$ cat src/rtl/uart_receiver.sv
// UART receive stage: oversampled serial-to-parallel conversion.
// Frame: start(0), DATA_WIDTH data bits LSB first, optional even parity, stop(1).
// Recovered byte and status flags are held until the next completed frame.
//
// state  | meaning
// IDLE   | line idle, waiting for a falling start edge (gated by rx_enable)
// START  | counting to mid start bit to reject glitches
// DATA   | sampling data bits at each bit period, shifting in LSB first
// PARITY | sampling the even-parity bit
// STOP   | sampling the stop bit, publishing the frame result
// BREAK  | stop bit was low; wait for the line to return high
module uart_receiver #(
   parameter int OVERSAMPLE = 16,
   parameter int DATA_WIDTH = 8
) (
   input  logic                  rx_clk,
   input  logic                  rst,
   input  logic                  rx_enable,
   input  logic                  parity_enable,
   input  logic                  rx_data_in,
   output logic [DATA_WIDTH-1:0] rx_data_out,
   output logic                  rx_done,
   output logic                  parity_error,
   output logic                  framing_error,
   output logic                  busy
);

   localparam int SC_W = $clog2(OVERSAMPLE);
   localparam int BC_W = (DATA_WIDTH > 1) ? $clog2(DATA_WIDTH) : 1;

   localparam logic [SC_W-1:0] SAMP_MID = SC_W'(OVERSAMPLE / 2 - 1);
   localparam logic [SC_W-1:0] SAMP_END = SC_W'(OVERSAMPLE - 1);
   localparam logic [BC_W-1:0] BIT_LAST = BC_W'(DATA_WIDTH - 1);

   typedef enum logic [2:0] {
      IDLE   = 3'd0,
      START  = 3'd1,
      DATA   = 3'd2,
      PARITY = 3'd3,
      STOP   = 3'd4,
      BREAK  = 3'd5
   } state_t;

   state_t                state_q, state_d;
   logic [1:0]            sync_q;
   logic                  line;
   logic [SC_W-1:0]       samp_cnt_q, samp_cnt_d;
   logic [BC_W-1:0]       bit_cnt_q, bit_cnt_d;
   logic [DATA_WIDTH-1:0] shift_q, shift_d;
   logic                  cfg_parity_q, cfg_parity_d;
   logic                  par_err_q, par_err_d;
   logic [DATA_WIDTH-1:0] data_q, data_d;
   logic                  done_q, done_d;
   logic                  perr_q, perr_d;
   logic                  ferr_q, ferr_d;

   // Two-flop synchronizer; the line idles high so reset to 1 avoids a false start.
   always_ff @(posedge rx_clk) begin
      if (rst) begin
         sync_q <= 2'b11;
      end else begin
         sync_q <= {sync_q[0], rx_data_in};
      end
   end

   assign line = sync_q[1];

   // State and datapath registers.
   always_ff @(posedge rx_clk) begin
      if (rst) begin
         state_q      <= IDLE;
         samp_cnt_q   <= '0;
         bit_cnt_q    <= '0;
         shift_q      <= '0;
         cfg_parity_q <= 1'b0;
         par_err_q    <= 1'b0;
         data_q       <= '0;
         done_q       <= 1'b0;
         perr_q       <= 1'b0;
         ferr_q       <= 1'b0;
      end else begin
         state_q      <= state_d;
         samp_cnt_q   <= samp_cnt_d;
         bit_cnt_q    <= bit_cnt_d;
         shift_q      <= shift_d;
         cfg_parity_q <= cfg_parity_d;
         par_err_q    <= par_err_d;
         data_q       <= data_d;
         done_q       <= done_d;
         perr_q       <= perr_d;
         ferr_q       <= ferr_d;
      end
   end

   // Next-state and datapath updates; rx_done is a registered one-cycle pulse.
   always_comb begin
      state_d      = state_q;
      samp_cnt_d   = samp_cnt_q;
      bit_cnt_d    = bit_cnt_q;
      shift_d      = shift_q;
      cfg_parity_d = cfg_parity_q;
      par_err_d    = par_err_q;
      data_d       = data_q;
      done_d       = 1'b0;
      perr_d       = perr_q;
      ferr_d       = ferr_q;

      case (state_q)
         IDLE: begin
            if (rx_enable && !line) begin
               cfg_parity_d = parity_enable;
               par_err_d    = 1'b0;
               samp_cnt_d   = '0;
               state_d      = START;
            end
         end

         START: begin
            if (samp_cnt_q == SAMP_MID) begin
               samp_cnt_d = '0;
               if (line) begin
                  state_d = IDLE;
               end else begin
                  bit_cnt_d = '0;
                  state_d   = DATA;
               end
            end else begin
               samp_cnt_d = samp_cnt_q + 1'b1;
            end
         end

         DATA: begin
            if (samp_cnt_q == SAMP_END) begin
               samp_cnt_d = '0;
               shift_d    = {line, shift_q[DATA_WIDTH-1:1]};
               if (bit_cnt_q == BIT_LAST) begin
                  bit_cnt_d = '0;
                  state_d   = cfg_parity_q ? PARITY : STOP;
               end else begin
                  bit_cnt_d = bit_cnt_q + 1'b1;
               end
            end else begin
               samp_cnt_d = samp_cnt_q + 1'b1;
            end
         end

         PARITY: begin
            if (samp_cnt_q == SAMP_END) begin
               samp_cnt_d = '0;
               par_err_d  = line ^ (^shift_q);
               state_d    = STOP;
            end else begin
               samp_cnt_d = samp_cnt_q + 1'b1;
            end
         end

         STOP: begin
            if (samp_cnt_q == SAMP_END) begin
               samp_cnt_d = '0;
               data_d     = shift_q;
               perr_d     = cfg_parity_q & par_err_q;
               ferr_d     = ~line;
               done_d     = 1'b1;
               state_d    = line ? IDLE : BREAK;
            end else begin
               samp_cnt_d = samp_cnt_q + 1'b1;
            end
         end

         BREAK: begin
            if (line) begin
               state_d = IDLE;
            end
         end

         default: begin
            state_d = IDLE;
         end
      endcase
   end

   assign rx_data_out   = data_q;
   assign rx_done       = done_q;
   assign parity_error  = perr_q;
   assign framing_error = ferr_q;
   assign busy          = (state_q != IDLE);

endmodule

$ cat config.mk
export PLATFORM = sky130hd
export DESIGN_NAME = uart_receiver
export DESIGN_NICKNAME = d
export VERILOG_FILES = /design/src/rtl/uart_receiver.sv
export SDC_FILE = /design/constraint.sdc
export NUM_CORES = 1
export LEC_CHECK = 0
export ABC_AREA = 1
export CAP_MARGIN = 20
export CORE_AREA = 2 2 67 69
export DETAILED_ROUTE_END_ITERATION = 10
export DIE_AREA = 0 0 69 71
export GPL_ROUTABILITY_DRIVEN = 0
export HOLD_SLACK_MARGIN = 0.12
export PLACE_DENSITY = 0.69
export SETUP_SLACK_MARGIN = 0.05
export SLEW_MARGIN = 10
export SYNTH_ARGS = -nofsm -noshare
export SYNTH_HDL_FRONTEND = slang
export SYNTH_SLANG_ARGS = --single-unit
export TNS_END_PERCENT = 1
$ cat constraint.sdc
create_clock -name rx_clk -period 2 [get_ports rx_clk]
set_clock_uncertainty 0.1 [all_clocks]
set_input_delay 0.3 -clock rx_clk [delete_from_list [all_inputs] [get_ports rx_clk]]
set_output_delay 0.3 -clock rx_clk [all_outputs]
set_load 0.05 [all_outputs]
-- Word-level counts from Yosys, hierarchy flattened
Cells that the tools add are included.
- register bits: 33
- input bits: 5
- add/sub/neg operators: 2
- equal/unequal tests: 16
- mux-type cells: 24
- bitwise operators: 4
- reduce and logical (&&, ||, !) cells: 17
- operators with widths (cell ; count):
    3-bit two-way mux ; 13
    3-bit case mux with 6 select lines ; 1
    2-bit inequality test (second input constant) ; 8
    4-bit two-way mux ; 3
    4-bit case mux with 3 select lines ; 1
    3-bit == test (second input constant) ; 3
    2-bit AND reduction ; 4
    8-bit XOR reduction ; 1
    7-bit AND reduction ; 1
    3-bit by 2-bit == test with 1-bit output (second input constant) ; 2
    3-bit case mux with 2 select lines ; 1
    3-bit nonzero test ; 2
    4-bit by 1-bit adder with 4-bit output (second input constant) ; 1
    4-bit by 3-bit == test with 1-bit output (second input constant) ; 1
    4-bit == test (second input constant) ; 1
    4-bit AND reduction ; 1
    2-bit nonzero test ; 2
    3-bit by 1-bit adder with 3-bit output (second input constant) ; 1
    3-bit by 1-bit == test with 1-bit output (second input constant) ; 1
    3-bit zero test ; 1
    1-bit two-way mux ; 3
    3-bit AND reduction ; 1
    3-bit OR reduction ; 1
    2-bit two-way mux ; 1
    7 further kinds ; 8

-- Logic depth before layout (Yosys ltp)
Gate-level depths: netlist (run 1).
- depth after elaboration: 4
- gate-level depth with buffers: 11
- mapped depth without buffers: 11

-- Least setup slack after synthesis (run 1)
OpenSTA, ideal clock, no wires.
- kind: register to register
- start point: reg state_q[0]
- end point: reg cfg_parity_q
- setup time: 0.117 ns
- data arrival time: 1.297 ns
- data required time: 1.783 ns
- setup slack: 0.486 ns
- stages on the path, launching flop included: 9
- path buffers: 0
- cells stage by stage: dfxtp_1 > nor2_1 > inv_1 > nor2_1 > inv_1 > nor3_2 > inv_1 > o21ai_1 > a21oi_1
- cells in the longest elaborated chain, start to end: 2
- RTL lines (item ; line ; RTL):
    from (decl) ; 44 ; state_t state_q, state_d;
    from (signal assigned) ; 82 ; state_q <= state_d;
    3-bit zero test ; 108 ; case (state_q)
    2-bit AND reduction (no source line) ; - ;
    to (signal assigned) ; 86 ; cfg_parity_q <= cfg_parity_d;
    to (decl) ; 50 ; logic cfg_parity_q, cfg_parity_d;
No other way between the ends.
A chain may end at the register's enable or synchronous reset.

-- Final worst setup path (run 1)
- start point: reg ferr_q (netlist: framing_error)
- end point: out framing_error
- RTL lines (item ; line ; RTL):
    from (decl) ; 55 ; logic ferr_q, ferr_d;
    from (signal assigned) ; 91 ; ferr_q <= ferr_d;
    to (decl) ; 24 ; output logic framing_error,
No word-level cell between the ends.

==> metrics.yaml, run 1 <==
status: "finished clean"
grt_use_total: 0.149
grt.overflow.total: 0
max_cap_violations: 0
wirelength_um: 3180
comb_power_share: 0.118
cts_tree: "yes"
rsz0062_at_grt: "false"
worst_slack_ns: 0.116
ctsHoldBuffers: 0
finalCritPeriodShare: 0.942
die_area_mm2: 0.00490
vias: 1420
swShare: 0.261
cts_setup_buffers: 0
fillers: 438
yosysWarningCount: 0
ys_types: 26
vias_per_cell: 4.78
clock_path_buffers: 2
clock_sinks: 33
grt_pass1_vias: 1308
fin_util: 0.452
synthTopCellsByCount: "nand2_1, dfxtp_1, a21oi_1"
drt_iter0_markers: 77
synth_top_area_frac: 0.415
timing.fmax_mhz: 531
clkPwrFrac: 0.362
n_antenna_cell: 0
tightest_slew_ns: 0.490
yosys.area.top_type: "dfxtp_1"
die_x_um: 69
area_delta_synth_final_pct: 19.5
max-slew-margin-rel: 0.672
grt_pass1_wl_um: 5770
die_y_um: 71
dp_hpwl_um: 2260
ant_nets: 0
ctsResizeCount: 0
antenna_found_initial: 0
fp-row-count: 24
wl_per_cell_um: 10.7
path_buf_inv: 1
required_ns: 1.60
top_level_ports: 17
root_buffer: "clkbuf_8"
worst_ir_drop_vdd_mv: 0.412
finalCriticalPeriod_ns: 1.88
clk_latency_ns: 0.29
synth_edf_count: 0
drive_gt1_frac: 0.127
finalSetupTns_ns: 0
ys_ff_latch: 33
synth_top_cells_by_area: "dfxtp_1, nand2_1, a21oi_1, o21ai_0, inv_1"
grt_max_degree: 21
crit_type: "register to output port"
syn-num-nets: 231
critPathTopFamily: "buffers and inverters"
path_cells: "clkdlybuf4s50_1"
cts_inserted_buffers: 5
drcViolationCount: 0
syn-cell-area_mm2: 0.00159
hold_path.class: "register to register"
critPathLaunchType: "register"
drt_first_pass_iters: 4
initial_core_util: 0.378
dp.cells: 289
powerDensity_mw_per_mm2: 695
htree_levels: 2
hold_viol: 0
p_sw_mw: 0.344
syn_area_per_cell_um2: 7.13
async_flop_share: 0
coreArea_mm2: 0.00420
cp_max_fo: 2
post-place-ws_ns: 0.263
cp_slowest_stage_delay_ns: 0.82
endpoint_kind: "output port"
synthCells: 223
numPortBuffers: 16
finalSetupViolCount: 0
seqPwrFrac: 0.520
yosys_most_used_dff: "dfxtp_1"
power_leakage_nw: 0.823
ys_seq_area_frac: 0.415
crit_arrival_ns: 1.48
clkTransAtPathRegs_ns: 0.07
internal_power_mw: 0.977
synth.most_common_cell: "nand2_1"
fin_cells: 297
drv_slew: 0
nNetsFinal: 252
slowest_stage: "clkdlybuf4s50_1"
## layer usage
layer	part of all wire	GRT usage	routed length, um	vias up
li1	-	-	-	758
met1	0.52	0.203	1670	638
met2	0.42	0.209	1340	19
met3	0.028	0.0385	88	5
met4	0.025	0.0959	81	0
met5	0	0	0	-
## area by class of cell
| type | count | area, um^2 | share of cell area |
|---|---|---|---|
| clock buffer | 8 | 80.1 | 0.0421 |
| inverter | 28 | 108 | 0.0566 |
| multi-input combinational | 157 | 795 | 0.418 |
| sequential | 33 | 661 | 0.348 |
| tap | 52 | 65.1 | 0.0342 |
| timing repair buffer | 19 | 193 | 0.101 |
## state kept, by name, summed over array words and instances, names as in the netlist, 2 cells and up
register     count
rx_data_out      8
shift_q          8
samp_cnt_q       4
bit_cnt_q        3
state_q          3
sync_q           2
## power groups by stage
| stage | clock network (mW) | logic, mW | registers [mW] |
|---|---|---|---|
| 2_1_floorplan | 0 | 0.105 | 0.696 |
| 3_3_place_gp | 0 | 0.154 | 0.700 |
| 3_5_place_dp | 0 | 0.156 | 0.700 |
| 4_1_cts | 0.493 | 0.157 | 0.686 |
| 5_1_grt | 0.523 | 0.176 | 0.688 |
| 6_report | 0.478 | 0.156 | 0.688 |
## cells by family (layout without fill, tap and decap cells)
logic type / count (synthesis) / count (layout) / share of synthesized area
compound gates: 55 / 55 / 0.184
xor+xnor: 1 / 1 / 0.00551
fa+ha+maj: 3 / 3 / 0.0236
buf+inv: 33 / 55 / 0.0850
flops: 33 / 33 / 0.415
simple gates: 98 / 98 / 0.286
## final timing paths
path | from | end | slack, ns | cells after the start
max | framing_error$_SDFFE_PP0P_ | framing_error | 0.12 | 1
min | sync_q[0]$_SDFF_PP1_ | sync_q[1]$_SDFF_PP1_ | 0.33 | 1
max reg2reg | samp_cnt_q[0]$_SDFFE_PP0P_ | bit_cnt_q[0]$_SDFFE_PP0P_ | 0.23 | 11
min reg2reg | sync_q[0]$_SDFF_PP1_ | sync_q[1]$_SDFF_PP1_ | 0.33 | 1
## cell usage in the layout (no fill, tap or decap), drive strengths merged
cell type,Yosys,final
nand2,65,65
dfxtp,33,33
inv,28,28
a21oi,27,27
o21ai,26,26
clkdlybuf4s50,0,15
nand3,14,14
nor2,13,13
clkbuf,3,8
buf,2,4
ha,3,3
nand4,2,2
or2,2,2
o211a,2,2
xor2,1,1
nand3b,1,1
nor3,1,1
## per-stage QoR
step                      power [mW]  area (um^2)  hold WS [ns]
after floorplan                0.801         1590         0.273
after detailed placement       0.857         1820         0.308
after global placement         0.854         1820         0.290
final                           1.32         1900         0.327
after global routing            1.39         1900         0.341
after CTS                       1.34         1900         0.324
(Power assumes the default switching activity.)
==> run 2: changes to the inputs <==
Settings changed: GPL_ROUTABILITY_DRIVEN 0 to not set, SKIP_CTS_REPAIR_TIMING set to 1, SKIP_LAST_GASP set to 1.
==> results of run 2 <==
Final layout, timing and power as in run 1 (identical DEF).
==> run 3: changes to the inputs <==
Settings changed: ABC_CLOCK_PERIOD_IN_PS set to 2000, MAX_ROUTING_LAYER set to met4.
==> run 3 against run 2 <==
Non-clock buffer count stayed put; first-iteration DRC count unchanged; clock power about the same; core utilization did not move; critical path depth is the same; fmax decreased by 0.12%; sequential share of layout area unchanged; final cell count unchanged; critical endpoint unchanged; largest cell class unchanged; largest power group unchanged.
==> metrics.yaml, run 3 (same netlist as run 1, synthesis figures left out) <==
status: "finished clean"
finalCritPeriodShare: 0.943  # +0.00115
place_area_mm2: 0.00182  # unchanged
final_common_cell: "nand2_1"
cp_max_fo: 2  # unchanged
rsz0062_at_grt: "false"
finalSetupTns_ns: 0  # unchanged
top_level_ports: 17  # unchanged
finalCriticalPeriod_ns: 1.89  # +0.00231 ns
nNetsFinal: 252  # unchanged
drcViolationCount: 0  # unchanged
clock_sinks: 33  # unchanged
grt_pass1_wl_um: 5770  # unchanged
drt_first_pass_iters: 4  # unchanged
fp-row-count: 24  # unchanged
clk_latency_ns: 0.29  # about the same
finalSetupViolCount: 0  # unchanged
tightest_slew_ns: 0.490  # +0.000000834 ns
area_delta_synth_final_pct: 19.5  # unchanged
drt_iter0_markers: 77  # unchanged
cp_slowest_stage_delay_ns: 0.82  # about the same
cts_tree: "yes"
whs_ns: 0.327  # unchanged
initial_core_util: 0.378  # unchanged
endpoint_kind: "output port"
grt_use_total: 0.154  # +0.00457
worst_ir_drop_vdd_mv: 0.412  # about the same
slowest_stage: "clkdlybuf4s50_1"
gp_congestion: 0.839
antenna_found_initial: 0  # unchanged
power_leakage_nw: 0.823  # unchanged
die_y_um: 71  # unchanged
grt.overflow.total: 0  # unchanged
clkTransAtPathRegs_ns: 0.07  # about the same
die_area_mm2: 0.00490  # unchanged
vias_per_cell: 4.78  # about the same
final_cell_mix: "nand2_1, dfxtp_1, a21oi_1"
wl_per_cell_um: 10.7  # about the same
max_cap_violations: 0  # unchanged
crit_arrival_ns: 1.49  # about the same
max-slew-margin-rel: 0.672  # unchanged
path_buf_inv: 1  # unchanged
coreArea_mm2: 0.00420  # unchanged
n_antenna_cell: 0  # unchanged
powerDensity_mw_per_mm2: 696  # +0.16%
root_buffer: "clkbuf_8"
final_area_mm2: 0.00190  # unchanged
grt_pass1_vias: 1307  # -0.076%
path_cells: "clkdlybuf4s50_1"
drive_gt1_frac: 0.127  # unchanged
hold_viol: 0  # unchanged
ant_nets: 0  # unchanged
cts_inserted_buffers: 5  # unchanged
wirelength_um: 3180  # about the same
numPortBuffers: 16  # unchanged
critPathTopFamily: "buffers and inverters"
drv_slew: 0  # unchanged
htree_levels: 2  # unchanged
clock_path_buffers: 2  # unchanged
dp_hpwl_um: 2260  # unchanged
critPathLaunchType: "register"
crit_type: "register to output port"
vias: 1419  # -0.070%
die_x_um: 69  # unchanged
required_ns: 1.60  # about the same
fin_util: 0.452  # unchanged
hold_path.class: "register to register"
timing.fmax_mhz: 530  # -0.12%
grt_max_degree: 21  # unchanged
==> run 3: cell counts in the layout (fill, tap and decap cells not counted) <==
Identical to the previous run, type by type.
==> run 3: layout make-up <==
class | instances | area (um^2)
clock buffer | 8 | 80.1
tap | 52 | 65.1
sequential | 33 | 661
fill | 438 | 2300
timing repair buffer | 19 | 193
inverter | 28 | 108
multi-input combinational | 157 | 795
==> run 3: routing by layer <==
metal  up-vias  part of all wire  track usage  wire length (um)
li1        758                 -            -                 -
met1       635              0.53        0.203              1670
met2        21              0.42        0.209              1330
met3         5             0.030       0.0385                94
met4         0             0.026       0.0959                81
met5         -                 0            -                 0
==> run 3: report_power, final <==
group / leakage [nW] / total [mW] / switching (mW) / internal, mW
clock: 0.0395 / 0.480 / 0.233 / 0.247
combinational: 0.517 / 0.156 / 0.0958 / 0.0598
sequential: 0.267 / 0.688 / 0.0176 / 0.670
total: 0.823 / 1.32 / 0.346 / 0.977
==> run 3: path summary, 6_finish.rpt <==
path                                                 start                        end  slack [ns]  cells past startpoint
worst max register to register  samp_cnt_q[0]$_SDFFE_PP0P_  bit_cnt_q[0]$_SDFFE_PP0P_        0.23                     11
worst min register to register        sync_q[0]$_SDFF_PP1_       sync_q[1]$_SDFF_PP1_        0.33                      1
worst min-delay path                  sync_q[0]$_SDFF_PP1_       sync_q[1]$_SDFF_PP1_        0.33                      1
worst max-delay path            framing_error$_SDFFE_PP0P_              framing_error        0.11                      1
==> run 3: per-stage QoR <==
stage          std cells  power (mW)  setup WS (ns)
2_1_floorplan        223       0.801          0.486
6_report             297        1.32          0.113
5_1_grt              297        1.39         0.0529
4_1_cts              297        1.34          0.100
3_5_place_dp         289       0.857          0.263
3_3_place_gp         289       0.854          0.309
